===== src/rtl/calculator_pkg.sv =====
// Shared types and opcode constants for the calculator core and its ALU.
package calculator_pkg;

  localparam logic [1:0] OP_ADD = 2'b00;
  localparam logic [1:0] OP_SUB = 2'b01;
  localparam logic [1:0] OP_MUL = 2'b10;
  localparam logic [1:0] OP_DIV = 2'b11;

  typedef enum logic [1:0] {
    ALU_ADD = OP_ADD,
    ALU_SUB = OP_SUB,
    ALU_MUL = OP_MUL,
    ALU_DIV = OP_DIV
  } alu_op_t;

  typedef enum logic [1:0] {
    S_IDLE,
    S_ITER,
    S_FIX,
    S_DONE
  } alu_state_t;

  function automatic logic is_single_cycle(alu_op_t op);
    return (op == ALU_ADD) || (op == ALU_SUB);
  endfunction

endpackage


===== src/rtl/calculator_alu_full_adder.sv =====
// Ripple-carry adder shared by the ALU for add/sub, trial subtraction and negation.
module full_adder #(
  parameter int WIDTH = 17
) (
  input  logic [WIDTH-1:0] a,
  input  logic [WIDTH-1:0] b,
  input  logic             carry_in,
  output logic [WIDTH-1:0] sum,
  output logic             carry_out
);

  logic c;

  always_comb begin
    sum = '0;
    c   = carry_in;
    for (int unsigned i = 0; i < WIDTH; i++) begin
      sum[i] = a[i] ^ b[i] ^ c;
      c      = (a[i] & b[i]) | (c & (a[i] ^ b[i]));
    end
    carry_out = c;
  end

endmodule


===== src/rtl/calculator_alu.sv =====
// Multi-cycle ALU: 1-cycle ADD/SUB, shift-add MUL and restoring DIV over magnitudes.
// Optional macro ALU_OVERFLOW_ERR_EN turns arithmetic overflow into o_error.
module calculator_alu
  import calculator_pkg::*;
#(
  parameter int DATA_WIDTH = 16
) (
  input  logic                  clk,
  input  logic                  rst_n,
  input  logic [DATA_WIDTH-1:0] i_a,
  input  logic [DATA_WIDTH-1:0] i_b,
  input  logic [1:0]            i_op,
  input  logic                  i_signed,
  input  logic                  i_valid,
  output logic                  o_ready,
  output logic [DATA_WIDTH-1:0] o_result,
  output logic                  o_error,
  output logic                  o_result_valid,
  input  logic                  i_result_ready
);

  localparam int W  = DATA_WIDTH;
  localparam int CW = $clog2(DATA_WIDTH + 1);

  alu_state_t      state;
  alu_op_t         op;
  alu_op_t         req_op;
  logic            sgn;
  logic            neg;
  logic [CW-1:0]   count;
  logic [W-1:0]    b_mag;
  logic [2*W-1:0]  prod;
  logic [W-1:0]    rem;
  logic [W-1:0]    result;
  logic            error;
  logic            valid;

  logic [W:0]      arith_a;
  logic [W:0]      arith_b;
  logic [W:0]      arith_sum;
  logic            arith_cin;
  logic            arith_co;
  logic [W:0]      nega_in;
  logic [W:0]      nega_sum;
  logic [W:0]      negb_sum;
  logic            nega_co;
  logic            negb_co;
  logic [W-1:0]    a_mag_in;
  logic [W-1:0]    b_mag_in;
  logic [W-1:0]    fixed;
  logic [W:0]      shifted;
  logic            as_err;
  logic            fix_err;
  logic            unused_bits;

  assign req_op = alu_op_t'(i_op);

  // One negator serves |A| at accept and the final sign fix in FIX.
  assign nega_in = (state == S_FIX) ? ~{1'b0, prod[W-1:0]} : ~{1'b0, i_a};

  full_adder #(.WIDTH(W + 1)) u_neg_a (
    .a         (nega_in),
    .b         ('0),
    .carry_in  (1'b1),
    .sum       (nega_sum),
    .carry_out (nega_co)
  );

  full_adder #(.WIDTH(W + 1)) u_neg_b (
    .a         (~{1'b0, i_b}),
    .b         ('0),
    .carry_in  (1'b1),
    .sum       (negb_sum),
    .carry_out (negb_co)
  );

  full_adder #(.WIDTH(W + 1)) u_arith (
    .a         (arith_a),
    .b         (arith_b),
    .carry_in  (arith_cin),
    .sum       (arith_sum),
    .carry_out (arith_co)
  );

  assign a_mag_in    = (i_signed && i_a[W-1]) ? nega_sum[W-1:0] : i_a;
  assign b_mag_in    = (i_signed && i_b[W-1]) ? negb_sum[W-1:0] : i_b;
  assign fixed       = neg ? nega_sum[W-1:0] : prod[W-1:0];
  assign shifted     = {rem, prod[W-1]};
  assign unused_bits = ^{nega_co, negb_co, nega_sum[W], negb_sum[W]};

  always_comb begin
    arith_a   = {1'b0, i_a};
    arith_b   = {1'b0, i_b};
    arith_cin = 1'b0;
    if (state == S_IDLE) begin
      if (req_op == ALU_SUB) begin
        arith_b   = ~{1'b0, i_b};
        arith_cin = 1'b1;
      end
    end else if (op == ALU_MUL) begin
      arith_a = {1'b0, prod[2*W-1:W]};
      arith_b = {1'b0, b_mag};
    end else begin
      // Carry out of the trial subtraction means no borrow: quotient bit is 1.
      arith_a   = shifted;
      arith_b   = ~{1'b0, b_mag};
      arith_cin = 1'b1;
    end
  end

  always_comb begin
    as_err  = 1'b0;
    fix_err = 1'b0;
`ifdef ALU_OVERFLOW_ERR_EN
    if (i_signed) begin
      as_err = (i_a[W-1] == (i_b[W-1] ^ (req_op == ALU_SUB))) &&
               (arith_sum[W-1] != i_a[W-1]);
    end else begin
      as_err = arith_sum[W];
    end
    // Magnitude test: a negative result may reach exactly 2^(W-1), a positive one may not.
    if (op == ALU_MUL) begin
      if (!sgn) fix_err = |prod[2*W-1:W];
      else      fix_err = (|prod[2*W-1:W]) || (prod[W-1] && (!neg || (|prod[W-2:0])));
    end else begin
      fix_err = sgn && !neg && prod[W-1];
    end
`endif
  end

  always_ff @(posedge clk or negedge rst_n) begin
    if (!rst_n) begin
      state  <= S_IDLE;
      op     <= ALU_ADD;
      sgn    <= 1'b0;
      neg    <= 1'b0;
      count  <= '0;
      b_mag  <= '0;
      prod   <= '0;
      rem    <= '0;
      result <= '0;
      error  <= 1'b0;
      valid  <= 1'b0;
    end else begin
      case (state)
        S_IDLE: begin
          if (i_valid) begin
            op  <= req_op;
            sgn <= i_signed;
            neg <= i_signed & (i_a[W-1] ^ i_b[W-1]);
            if (is_single_cycle(req_op)) begin
              result <= as_err ? '0 : arith_sum[W-1:0];
              error  <= as_err;
              valid  <= 1'b1;
              state  <= S_DONE;
            end else if (req_op == ALU_DIV && i_b == '0) begin
              result <= '0;
              error  <= 1'b1;
              valid  <= 1'b1;
              state  <= S_DONE;
            end else begin
              prod  <= {{W{1'b0}}, a_mag_in};
              rem   <= '0;
              b_mag <= b_mag_in;
              count <= CW'(W);
              state <= S_ITER;
            end
          end
        end
        S_ITER: begin
          if (op == ALU_MUL) begin
            prod <= prod[0] ? {arith_sum, prod[W-1:1]} : {1'b0, prod[2*W-1:1]};
          end else begin
            rem          <= arith_co ? arith_sum[W-1:0] : shifted[W-1:0];
            prod[W-1:0] <= {prod[W-2:0], arith_co};
          end
          count <= count - CW'(1);
          if (count == CW'(1)) state <= S_FIX;
        end
        S_FIX: begin
          result <= fix_err ? '0 : fixed;
          error  <= fix_err;
          valid  <= 1'b1;
          state  <= S_DONE;
        end
        S_DONE: begin
          if (i_result_ready) begin
            valid <= 1'b0;
            state <= S_IDLE;
          end
        end
        default: state <= S_IDLE;
      endcase
    end
  end

  assign o_ready        = (state == S_IDLE);
  assign o_result       = result;
  assign o_error        = error;
  assign o_result_valid = valid;

endmodule


===== config.mk =====
export PLATFORM = sky130hd
export DESIGN_NAME = calculator_alu
export DESIGN_NICKNAME = d
export VERILOG_FILES = /design/src/rtl/calculator_pkg.sv /design/src/rtl/calculator_alu_full_adder.sv /design/src/rtl/calculator_alu.sv
export SDC_FILE = /design/constraint.sdc
export NUM_CORES = 1
export LEC_CHECK = 0
export ABC_AREA = 1
export ABC_CLOCK_PERIOD_IN_PS = 25000
export BUFFER_PORTS_ARGS = -buffer_cell sky130_fd_sc_hd__buf_4
export CAP_MARGIN = 15
export CELL_PAD_IN_SITES_DETAIL_PLACEMENT = 0
export CELL_PAD_IN_SITES_GLOBAL_PLACEMENT = 1
export CORE_AREA = 2 2 127 129
export DETAILED_ROUTE_END_ITERATION = 16
export DIE_AREA = 0 0 129 131
export PLACE_DENSITY = 0.93
export REMOVE_ABC_BUFFERS = 1
export SYNTH_ARGS = -nofsm -noshare
export SYNTH_HDL_FRONTEND = slang
export SYNTH_HIERARCHICAL = 1
export SYNTH_SLANG_ARGS = --single-unit
export TNS_END_PERCENT = 50

===== constraint.sdc =====
create_clock -name clk -period 25 [get_ports clk]
set_clock_uncertainty 0.05 [all_clocks]
set_input_delay 1.25 -clock clk [delete_from_list [all_inputs] [get_ports clk]]
set_output_delay 1.25 -clock clk [all_outputs]
set_load 0.01 [all_outputs]

* Word level (Yosys, flattened, before mapping)
Index checks and enable logic that the tools add are counted.
** Cells by class
- $add $sub $neg :: 1
- Equal/unequal tests :: 15
- Multiplexer cells :: 47
- Bitwise operators :: 153
- Reduce and logical (&&, ||, !) cells :: 18
** Operator list (number)
- $mux 16 :: 14
- $mux 32 :: 4
- $mux 17 :: 5
- $xor 1x1->1 :: 65
- $pmux 16 s2 :: 2
- $pmux 32 s2 :: 1
- $and 1x1->1 :: 63
- $not 16->17 :: 2
- $not 16->16 :: 2
- $or 1x1->1 :: 17
- $logic_not 16->1 :: 1
- $mux 5 :: 3
- $ne 2x2->1 const B :: 7
- $reduce_and 4->1 :: 3
- $mux 2 :: 5
- $pmux 5 s2 :: 1
- $reduce_and 5->1 :: 2
- $mux 1 :: 9
- $eq 2x2->1 const B :: 4
- $pmux 2 s4 :: 1
- $reduce_and 3->1 :: 2
- $eq 5x1->1 const B :: 1
- $sub 5x1->5 const B :: 1
- $eq 2x1->1 const B :: 2
- other kinds (10) :: 17
** Word-level totals
- Flip-flop bits (word level) :: 92
- Input bits :: 39
- Output and inout port bits :: 19
- Word-level logic and storage cells :: 245

* Longest topological paths before layout
Gate-level depths: netlist of run 1.
- Depth in word-level cells :: 41
- Depth in mapped cells :: 33
- Mapped depth without buffers :: 31

* By module
The synthesis of run 1 kept the hierarchy.
** Modules (own cells, without submodules)
- calculator_alu :: times used 1, cells an instance 958, area each 6371.1 um2, seq. area each 2302.2 um2
- full_adder :: times used 3, cells an instance 27, area each 377.9 um2, seq. area each 0.0 um2

* Worst setup path after synthesis of run 1
Ideal clock, no wire load.
- Path kind :: input-to-reg
- Start point :: in i_op[1]
- End point :: reg prod[0]
- Setup time :: 117 ps
- Arrival time :: 8832 ps
- Data required time :: 24833 ps
- Slack :: 16002 ps
- Stages :: 32
- Path buffers :: 2
- Cells stage by stage :: inv_1 > buf_2 > nand2_2 > xor2_1 > nand2_1 > o21ai_0 > fa_1 > fa_1 > fa_1 > fa_1 > fa_1 > fa_1 > fa_1 > fa_1 > fa_1 > fa_1 > fa_1 > fa_1 > fa_1 > fa_1 > inv_1 > fa_1 > inv_1 > fa_1 > inv_1 > fa_1 > inv_1 > clkinv_1 > clkbuf_1 > o211ai_1 > nand2_1 > nand2_1
** Between the ends
- Longest elaborated chain between the ends :: 40
- Elaborated cells between the ends (all ways) :: 82
- Classes of those cells :: 4 x eq/ne; 6 x mux; 68 x bitwise; 4 x reduce/logical
** RTL lines
- start: declaration :: RTL line calculator_alu.sv:12 : input logic [1:0] i_op,
- $eq 2x1->1 (*) :: RTL line calculator_alu.sv:96 : if (req_op == ALU_SUB) begin
- $mux 17 (*) :: RTL line calculator_alu.sv:96
- $mux 17 (*) :: RTL line calculator_alu.sv:95 : if (state == S_IDLE) begin
- named net arith_b[0] :: RTL line calculator_alu.sv:39 : logic [W:0] arith_b;
- $xor 1x1->1 :: RTL line calculator_alu_full_adder.sv:19 : c = (a[i] & b[i]) | (c & (a[i] ^ b[i]));
- $and 1x1->1 :: RTL line calculator_alu_full_adder.sv:19
- $or 1x1->1 (*) :: RTL line calculator_alu_full_adder.sv:19
- $and 1x1->1 (*) :: RTL line calculator_alu_full_adder.sv:19
- [... 26 more ...]
- $or 1x1->1 (*) :: RTL line calculator_alu_full_adder.sv:19
- $and 1x1->1 (*) :: RTL line calculator_alu_full_adder.sv:19
- $or 1x1->1 (*) :: RTL line calculator_alu_full_adder.sv:19
- $and 1x1->1 (*) :: RTL line calculator_alu_full_adder.sv:19
- $or 1x1->1 (*) :: RTL line calculator_alu_full_adder.sv:19
- named net arith_co :: RTL line calculator_alu.sv:42 : logic arith_co;
- $mux 16 (*) :: RTL line calculator_alu.sv:171 : if (op == ALU_MUL) begin
- $pmux 32 s2 (*) :: RTL line calculator_alu.sv:145 : case (state)
- end signal: assignment :: RTL line calculator_alu.sv:162 : prod <= {{W{1'b0}}, a_mag_in};
- end signal: assignment :: RTL line calculator_alu.sv:172 : prod <= prod[0] ? {arith_sum, prod[W-1:1]} : {1'b0, prod[2*W-1:1]};
- end signal: indexed assignment :: RTL line calculator_alu.sv:175 : prod[W-1:0] <= {prod[W-2:0], arith_co};
- end: declaration :: RTL line calculator_alu.sv:32 : logic [2*W-1:0] prod;
Mark *: on every way through the listed nets, which the timed path passes. The rest lies on a longest branch.
A chain may end at the register's enable or synchronous reset.

* Final worst setup path of run 1
- Start point :: in i_op[1]
- End point :: reg rem[0]
** Between the ends
- Longest elaborated chain between the ends :: 41
- Elaborated cells between the ends (all ways) :: 84
- Classes of those cells :: 4 x eq/ne; 7 x mux; 69 x bitwise; 4 x reduce/logical
** RTL lines
- $eq 2x1->1 (*) :: RTL line calculator_alu.sv:96
- $mux 17 (*) :: RTL line calculator_alu.sv:96
- $mux 17 (*) :: RTL line calculator_alu.sv:95
- named net arith_b[0] :: RTL line calculator_alu.sv:39
- $xor 1x1->1 :: RTL line calculator_alu_full_adder.sv:19
- $and 1x1->1 :: RTL line calculator_alu_full_adder.sv:19
- $or 1x1->1 (*) :: RTL line calculator_alu_full_adder.sv:19
- $and 1x1->1 (*) :: RTL line calculator_alu_full_adder.sv:19
- [... 27 more ...]
- $and 1x1->1 (*) :: RTL line calculator_alu_full_adder.sv:19
- $or 1x1->1 (*) :: RTL line calculator_alu_full_adder.sv:19
- $and 1x1->1 (*) :: RTL line calculator_alu_full_adder.sv:19
- $or 1x1->1 (*) :: RTL line calculator_alu_full_adder.sv:19
- named net arith_co :: RTL line calculator_alu.sv:42
- $mux 16 (*) :: RTL line calculator_alu.sv:174 : rem <= arith_co ? arith_sum[W-1:0] : shifted[W-1:0];
- $mux 16 (*) :: RTL line calculator_alu.sv:171
- $pmux 16 s2 (*) :: RTL line calculator_alu.sv:145
- end signal: assignment :: RTL line calculator_alu.sv:174
- end: declaration :: RTL line calculator_alu.sv:33 : logic [W-1:0] rem;
Mark *: on every way through the listed nets, which the timed path passes. The rest lies on a longest branch. The select of a mux whose other input is x is not followed.

==> results.cfg, run 1 <==
[layout]
fin_nets = 1170
final_cell_mix = 289 x nand2_1, 134 x nor2_1, 125 x o21ai_0, 92 x dfrtp_1, 84 x nand3_1
fin_util_pct = 53.3
final_cells = 1296
drive_above_1_share_pct = 9.35
fillCellCount = 1573
finalInstanceArea_sq_mm = 0.00832
layout_commonest_cell = nand2_1
area_delta_synth_final_pct = 12.0
antenna_cells = 0

[drt]
drtAntennaViolNets = 0
drc = 0
routed_wl_mm = 20.1
drt_iter0_markers = 580
viasPerCell = 5.26
vias = 6818
avgRoutedWirePerCell_um = 15.5
first_pass_iters = 7

[timing]
slew_headroom_pct = 42.5
post-route-min-period_ns = 10.15
post-route-period-util_pct = 40.6
finalSetupViolations = 0
fmax_ghz = 0.0985
hold_viol_final = 0
worst_pin_slew_ns = 0.861
slew_violations = 0
tns_ns = 0
hold_ws_ns = 0.419
rsz0062_at_grt = false

[critical_path]
ff2ff_path_depth = 31
r2r_end = rem[0]
cp-start-kind = input port
critPathKind = input port to flop
r2r_start = state[0]
path_max_fanout = 21
crit_arrival_ns = 10.40
critPathSlowestCell = inv_1
cp_common_cell = fa_1
critPathMaxStageDelay_ns = 0.50
critPathRequiredTime_ns = 25.24
end_kind = flop
r2r_slack_ns = 15.46

[clocking]
cts.htree.levels = 3
post-cts-setup-buffer-count = 0
clkSinkCount = 92
clk_pin_slew_ns = 0.07
clock_path_buffers = 2
cts_tree = done
cts-resized-gates = 0
hold_buffers = 0
numCtsBuffers = 9
cts_root_buf = clkbuf_16
insertion_delay_ns = 0.35

[worst_hold_path]
hold_end = o_result_valid
min_path_cells = 2
min_from = o_result_valid
hold_class = flop to flop

[pwr]
p_clk_share_pct = 10.9
internal-power_mw = 0.596
p_sw_mw = 0.666
powerDensity_mw_per_mm2 = 152
sw_frac_of_total_pct = 52.7
peakVddDrop_v = 0.0000634
leakage_nw = 4.08
seqPwrFrac_pct = 20.7
p_comb_share_pct = 68.5

[floorplan]
io_pins = 58
start_util_pct = 47.6
core_sq_mm = 0.0156
num_rows = 46
die_w_um = 129
dieArea_sq_mm = 0.0169
die_h_um = 131

[place]
dpl_cell_area_sq_mm = 0.00803
dp_hpwl_mm = 13.8
routabilityCongestion = 0.829
portBuffers = 57
dp.cells = 1281

[global_route]
grt_overflow = 0
track_usage_pct = 25.3
grt_pass1_wl_mm = 33.4
antenna_found_initial = 0
grt_max_degree = 66
grt_pass1_vias = 6500

[synthesis]
synth_cells = 1027
netlist_area_sq_mm = 0.00743
syn_area_per_cell_sq_um = 7.23
yosysWarnings = 6

[run_status]
status = finished, final reports clean

[flow_run]
drv_cap = 0
-- power groups by stage --
stage	logic (mW)	clock network, mW	registers [mW]
after floorplan	0.594	0	0.256
after global placement	0.842	0	0.260
after detailed placement	0.851	0	0.261
after CTS	0.853	0.138	0.260
after global routing	0.965	0.143	0.268
final	0.864	0.137	0.261
-- worst max-delay path, delay by kind of cell --
family          cells  cell delay, ns
fa+ha+maj          17            6.29
buf+inv             7            1.43
xor+xnor            1            0.28
simple gates        5            0.84
compound gates      2            0.31
-- stage by stage --
step / worst slack [ns] / power, mW
2_1_floorplan: 15.61 / 0.851
3_3_place_gp: 14.71 / 1.10
3_5_place_dp: 14.57 / 1.11
4_1_cts: 14.91 / 1.25
5_1_grt: 14.41 / 1.38
6_report: 14.85 / 1.26
-- how the worst max path moves through the flow --
| stage | from | end | slack [ns] | cells past startpoint |
|---|---|---|---|---|
| detailed placement | i_op[1] | rem[0] | 14.57 | 32 |
| floorplan | i_op[1] | rem[0] | 15.61 | 31 |
| CTS | i_op[1] | rem[0] | 14.91 | 32 |
| finish | i_op[1] | rem[0] | 14.85 | 32 |
| global route | i_op[1] | rem[0] | 14.41 | 32 |
| global placement | i_op[1] | rem[0] | 14.71 | 32 |
-- sequential cells by signal, summed over array words and instances, names as in the netlist --
register,cells
o_result_valid,1
neg,1
o_result,16
prod,32
op,2
count,5
state,2
b_mag,16
rem,16
o_error,1
-- layout make-up --
| type | count | area, sq um | share of cell area (%) |
|---|---|---|---|
| Inverter | 73 | 277 | 3.32 |
| Clock inverter | 1 | 5.00 | 0.0602 |
| Timing Repair Buffer | 66 | 495 | 5.96 |
| Sequential cell | 92 | 2300 | 27.7 |
| Multi-Input combinational cell | 834 | 4680 | 56.3 |
| Clock buffer | 14 | 284 | 3.42 |
| Tap cell | 216 | 270 | 3.25 |
-- per-layer routing --
| layer | global-route usage, % | routed length [um] |
|---|---|---|
| met5 | 0 | 0 |
| met4 | 9.65 | 306 |
| met3 | 2.69 | 1170 |
| met2 | 40.3 | 9380 |
| met1 | 35.8 | 9280 |
Power figures use the tool's default switching activity.
==> run 2, diff against run 1 <==
- ABC_AREA: 1 -> 0
- ABC_CLOCK_PERIOD_IN_PS: 25000 -> 9500
- CORE_AREA: 2 2 127 129 -> 2 2 130 132
- DIE_AREA: 0 0 129 131 -> 0 0 132 134
- PLACE_DENSITY: 0.93 -> 0.86
- clock period: 25 -> 9.5 ns (I/O delays scaled with it)
==> results.cfg, run 2 <==
[timing]
post-route-min-period_ns = 8.81
hold_viol_final = 0
rsz0062_at_grt = false
post-route-period-util_pct = 92.7
finalSetupViolations = 0
final.setup.worst_slack_ns = 0.691
tns_ns = 0
worst_pin_slew_ns = 0.949
slew_violations = 0
slew_headroom_pct = 36.7
fmax_ghz = 0.114

[clocking]
clkSinkCount = 92
cts_tree = done
hold_buffers = 0
numCtsBuffers = 9
insertion_delay_ns = 0.35
post-cts-setup-buffer-count = 0
clk_pin_slew_ns = 0.07
cts_root_buf = clkbuf_16
cts-resized-gates = 0
clock_path_buffers = 2
cts.htree.levels = 3

[drt]
avgRoutedWirePerCell_um = 16.7
drt_iter0_markers = 392
viasPerCell = 5.35
routed_wl_mm = 18.2
drc = 0
drtAntennaViolNets = 0
vias = 5818
first_pass_iters = 4

[critical_path]
cp_common_cell = fa_1
r2r_start = state[1]
critPathSlowestCell = fa_1
critPathMaxStageDelay_ns = 0.42
r2r_end = rem[4]
endpoint = rem[4]
path_max_fanout = 20
critPathKind = flop to flop
ff2ff_path_depth = 30
critPathRequiredTime_ns = 9.74
cp-startpoint = state[1]
end_kind = flop
cp-start-kind = flop
r2r_slack_ns = 0.69
crit_arrival_ns = 9.05

[global_route]
track_usage_pct = 21.6
grt_max_degree = 97
grtUsageMet3_pct = 2.15
grt_pass1_vias = 5778
grt_overflow = 0
grt_use_met1_pct = 31.1
busiest_layer = met2
grt_pass1_wl_mm = 30.5
met2_usage_pct = 34.0
antenna_found_initial = 0

[layout]
fillCellCount = 1561
final_cell_mix = 122 x nand2_1, 95 x mux2i_1, 92 x dfrtp_1, 71 x o21ai_0, 70 x buf_4
top_register = prod
layout_commonest_cell = nand2_1
finalInstanceArea_sq_mm = 0.00851
antenna_cells = 0
drive_above_1_share_pct = 15.1
largest_reg_flops = 32
regArea_sq_mm = 0.00230
fin_nets = 957
multiInputGateArea_sq_mm = 0.00491
area_delta_synth_final_pct = 12.3

[floorplan]
io_pins = 58
core_sq_mm = 0.0163
die_h_um = 134
dieArea_sq_mm = 0.0177
die_w_um = 132
start_util_pct = 46.5
num_rows = 47

[run_status]
status = finished, final reports clean

[pwr]
peakVddDrop_v = 0.000157
sw_frac_of_total_pct = 47.2
total_power_mw = 3.18
p_clk_share_pct = 11.0
leakage_nw = 3.83
p_sw_mw = 1.50
p_comb_share_pct = 66.4
internal-power_mw = 1.68
powerDensity_mw_per_mm2 = 374
seqPwrFrac_pct = 22.6

[worst_hold_path]
hold_class = input port to asynchronous set/reset pin

[synthesis]
yosysWarnings = 6
synth_cells = 812
syn_area_per_cell_sq_um = 9.33
netlist_area_sq_mm = 0.00757

[flow_run]
drv_cap = 0

[place]
dp_hpwl_mm = 12.3
portBuffers = 57
dpl_cell_area_sq_mm = 0.00824
pre_cts_ws_ns = 0.752
routabilityCongestion = 0.815
[run 2: per-stage QoR]
step / hold slack (ns) / std cells / util (%)
detailed placement: 0.442 / 1072 / 50.6
global route: 0.123 / 1087 / 52.2
floorplan: 0.129 / 782 / -
CTS: 0.0945 / 1087 / 52.2
global placement: 0.433 / 1072 / 50.6
finish: 0.0607 / 1087 / 52.2
[run 2: layout make-up]
type / count / area share (%)
multi-input cells: 631 / 57.7
repair buffers: 70 / 6.18
flip-flops and latches: 92 / 27.1
inverters: 59 / 2.60
clock inverters: 1 / 0.0882
clock buffers: 14 / 3.10
well taps: 220 / 3.24
[run 2: layer usage]
metal  part of all wire [%]  vias to the layer above
met5                      0                        -
met4                    2.1                        0
met3                    2.7                       20
met2                     47                       92
met1                     48                     2856
li1                       -                     2850
[run 2: worst min-delay path by stage]
| stage | startpoint | endpoint | slack (ns) | cells after the start |
|---|---|---|---|---|
| finish | rst_n | prod[5] | 0.06 | 1 |
| global route | rst_n | o_result[4] | 0.12 | 1 |
| global placement | b_mag[2] | b_mag[2] | 0.43 | 2 |
| floorplan | rst_n | b_mag[0] | 0.13 | 0 |
| CTS | rst_n | prod[5] | 0.09 | 1 |
| detailed placement | b_mag[8] | b_mag[8] | 0.44 | 2 |
[run 2: worst max-delay path, delay by kind of cell (launching register included)]
kind / cells / cell delay, ns
AO/OA/AOI/OAI: 3 / 0.50
adder cells (fa/ha/maj): 18 / 6.36
buffers and inverters: 7 / 1.04
flip-flops: 1 / 0.40
multiplexers: 1 / 0.23
AND/OR/NAND/NOR: 1 / 0.13
[run 2: power by group through the flow]
stage	combinational, mW	clock (mW)	sequential (mW)
final	2.11	0.351	0.720
after global routing	2.38	0.371	0.745
after CTS	2.13	0.357	0.720
after detailed placement	2.13	0	0.725
after global placement	2.08	0	0.722
after floorplan	1.54	0	0.702
==> run 3, diff against run 2 <==
- CORE_AREA: 2 2 130 132 -> 2 2 123 125
- DIE_AREA: 0 0 132 134 -> 0 0 125 127
- SYNTH_HIERARCHICAL: 1 -> unset
==> results.cfg, run 3 <==
[timing]
hold_ws_ns = 0.388
post-route-min-period_ns = 9.09
fmax_ghz = 0.110
post-route-period-util_pct = 95.7
hold_viol_final = 0
slew_headroom_pct = 32.6
finalSetupViolations = 0
slew_violations = 0
final.setup.worst_slack_ns = 0.411
worst_pin_slew_ns = 1.01
rsz0062_at_grt = false

[layout]
top_register = prod
fillCellCount = 1297
fin_nets = 824
area_delta_synth_final_pct = 14.0
finalInstanceArea_sq_mm = 0.00785
antenna_cells = 0
multiInputGateArea_sq_mm = 0.00426
regArea_sq_mm = 0.00230
largest_reg_flops = 32
drive_above_1_share_pct = 20.7
layout_commonest_cell = dfrtp_1
final_cell_mix = 92 x dfrtp_1, 89 x mux2i_1, 79 x buf_4, 56 x nand2_1, 43 x o21ai_0

[synthesis]
synth_most_common_cell = dfrtp_1
postSynth.topFlopCell = dfrtp_1
async_reset_ff_share_pct = 100
yosysWarnings = 0
synth_edf_count = 0
synth_seq_cells = 92
netlist_area_sq_mm = 0.00689
synth_top_area_share_pct = 33.4
yosysTopAreaCell = dfrtp_1
syn_area_per_cell_sq_um = 9.94
yosys-top-cells-count = 92 x dfrtp_1, 89 x mux2i_1, 56 x nand2_1, 43 x o21ai_0, 42 x a21oi_1
yosysSeqAreaShare_pct = 33.4
synth_cells = 693
netlist_top_cells_area = dfrtp_1 33%, mux2i_1 13%, ha_1 6.4%, fa_1 4.9%, xnor2_1 4.5%
synth_cell_types = 50

[floorplan]
die_w_um = 125
num_rows = 44
die_h_um = 127
start_util_pct = 47.8
core_sq_mm = 0.0144
io_pins = 58
dieArea_sq_mm = 0.0159

[global_route]
grtUsageMet3_pct = 3.06
grt_pass1_vias = 5495
busiest_layer = met2
grt_pass1_wl_mm = 28.7
track_usage_pct = 22.6
grt_overflow = 0
antenna_found_initial = 0
met2_usage_pct = 37.6
grt_use_met1_pct = 30.1
grt_max_degree = 76

[critical_path]
critPathSlowestCell = fa_1
critPathMaxStageDelay_ns = 0.47
end_kind = flop
cp_common_cell = fa_1
crit_arrival_ns = 9.25
path_max_fanout = 5
cp_top_family = adder cells
critPathKind = flop to flop
critPathRequiredTime_ns = 9.66
crit_buf_inv = 2
cp-start-kind = flop

[clocking]
cts_root_buf = clkbuf_16
numCtsBuffers = 9
cts_tree = done
clkSinkCount = 92
insertion_delay_ns = 0.35
cts.htree.levels = 3
clock_path_buffers = 2
post-cts-setup-buffer-count = 0
clk_pin_slew_ns = 0.07

[drt]
drc = 0
drtAntennaViolNets = 0
viasPerCell = 5.84
avgRoutedWirePerCell_um = 19.1
routed_wl_mm = 17.6
drt_iter0_markers = 317
first_pass_iters = 5
vias = 5384

[flow_run]
drv_cap = 0

[worst_hold_path]
hold_class = input port to flop

[pwr]
peakVddDrop_v = 0.000185
total_power_mw = 3.33
leakage_nw = 3.47
powerDensity_mw_per_mm2 = 424

[place]
pre_cts_ws_ns = -0.167
dp_hpwl_mm = 12.2
dpl_cell_area_sq_mm = 0.00746
portBuffers = 57
routabilityCongestion = 0.904

[run_status]
status = finished, final reports clean
## run 3: through the flow
step | std cells | util, % | setup TNS, ns
floorplan | 640 | - | -74.09
global placement | 904 | 51.7 | -0.672
detailed placement | 904 | 51.7 | -2.20
CTS | 921 | 54.2 | 0
global route | 922 | 54.4 | 0
finish | 922 | 54.4 | 0
## run 3: cell families (layout without fill, tap and decap cells)
| logic type | count (synthesis) | after routing | synth area share (%) |
|---|---|---|---|
| AO/OA/AOI/OAI | 185 | 185 | 18.5 |
| XOR/XNOR | 35 | 35 | 4.45 |
| adder cells (fa/ha/maj) | 52 | 52 | 11.3 |
| buffers and inverters | 77 | 122 | 5.32 |
| flip-flops | 92 | 92 | 33.4 |
| multiplexers | 109 | 109 | 16.2 |
| AND/OR/NAND/NOR | 143 | 143 | 10.8 |
## run 3: power breakdown
part	total, mW	switching, mW	internal (mW)
registers	0.736	0.165	0.571
logic	2.17	1.16	1.01
clock network	0.423	0.166	0.257
## run 3: path summary, 6_finish.rpt
| kind | start | to | slack (ns) | cells past startpoint |
|---|---|---|---|---|
| worst min-delay path | i_b[15] | b_mag[15] | 0.39 | 3 |
| worst max-delay path | state[1] | prod[0] | 0.41 | 25 |
| worst min register to register | op[1] | op[1] | 0.44 | 2 |
| max in group asynchronous | rst_n | prod[11] | 7.64 | 3 |
| min in group asynchronous | rst_n | b_mag[6] | 0.49 | 2 |
| worst max register to register | state[1] | prod[0] | 0.41 | 25 |
## run 3: timing repair
action	4_1_cts	5_1_grt
setup endpoints to repair	17	18
resized for setup	3	8
hold buffers	1	0
hold endpoints to repair	17	0
## run 3: worst reg2reg max path: stages, from the launching register on
cell and delay, ns:
dfrtp_1 0.42, inv_2 0.10, ha_4 0.15, inv_1 0.07, nor2_1 0.12, a21oi_1 0.09, fa_2 0.43, fa_2 0.43
fa_2 0.41, fa_2 0.41, fa_2 0.40, fa_1 0.45, fa_1 0.46, fa_1 0.47, fa_1 0.47, fa_2 0.41
fa_2 0.40, fa_1 0.46, fa_1 0.46, fa_1 0.46, fa_1 0.46, fa_1 0.46, fa_1 0.44, mux2_2 0.27
o21ai_0 0.13, o21ai_0 0.08
## run 3: area by class of cell
class	count	share of cell area, %
Clock buffer	9	2.87
Clock inverter	7	1.45
Timing Repair Buffer	82	8.01
Tap cell	184	2.93
Sequential cell	92	29.3
Inverter	24	1.15
Multi-Input combinational cell	524	54.3
## run 3: metal layers
metal | vias to the layer above | share of wire [%]
met5 | - | 0
met4 | 0 | 2.4
met3 | 29 | 4.3
met2 | 135 | 48
met1 | 2658 | 46
li1 | 2562 | -
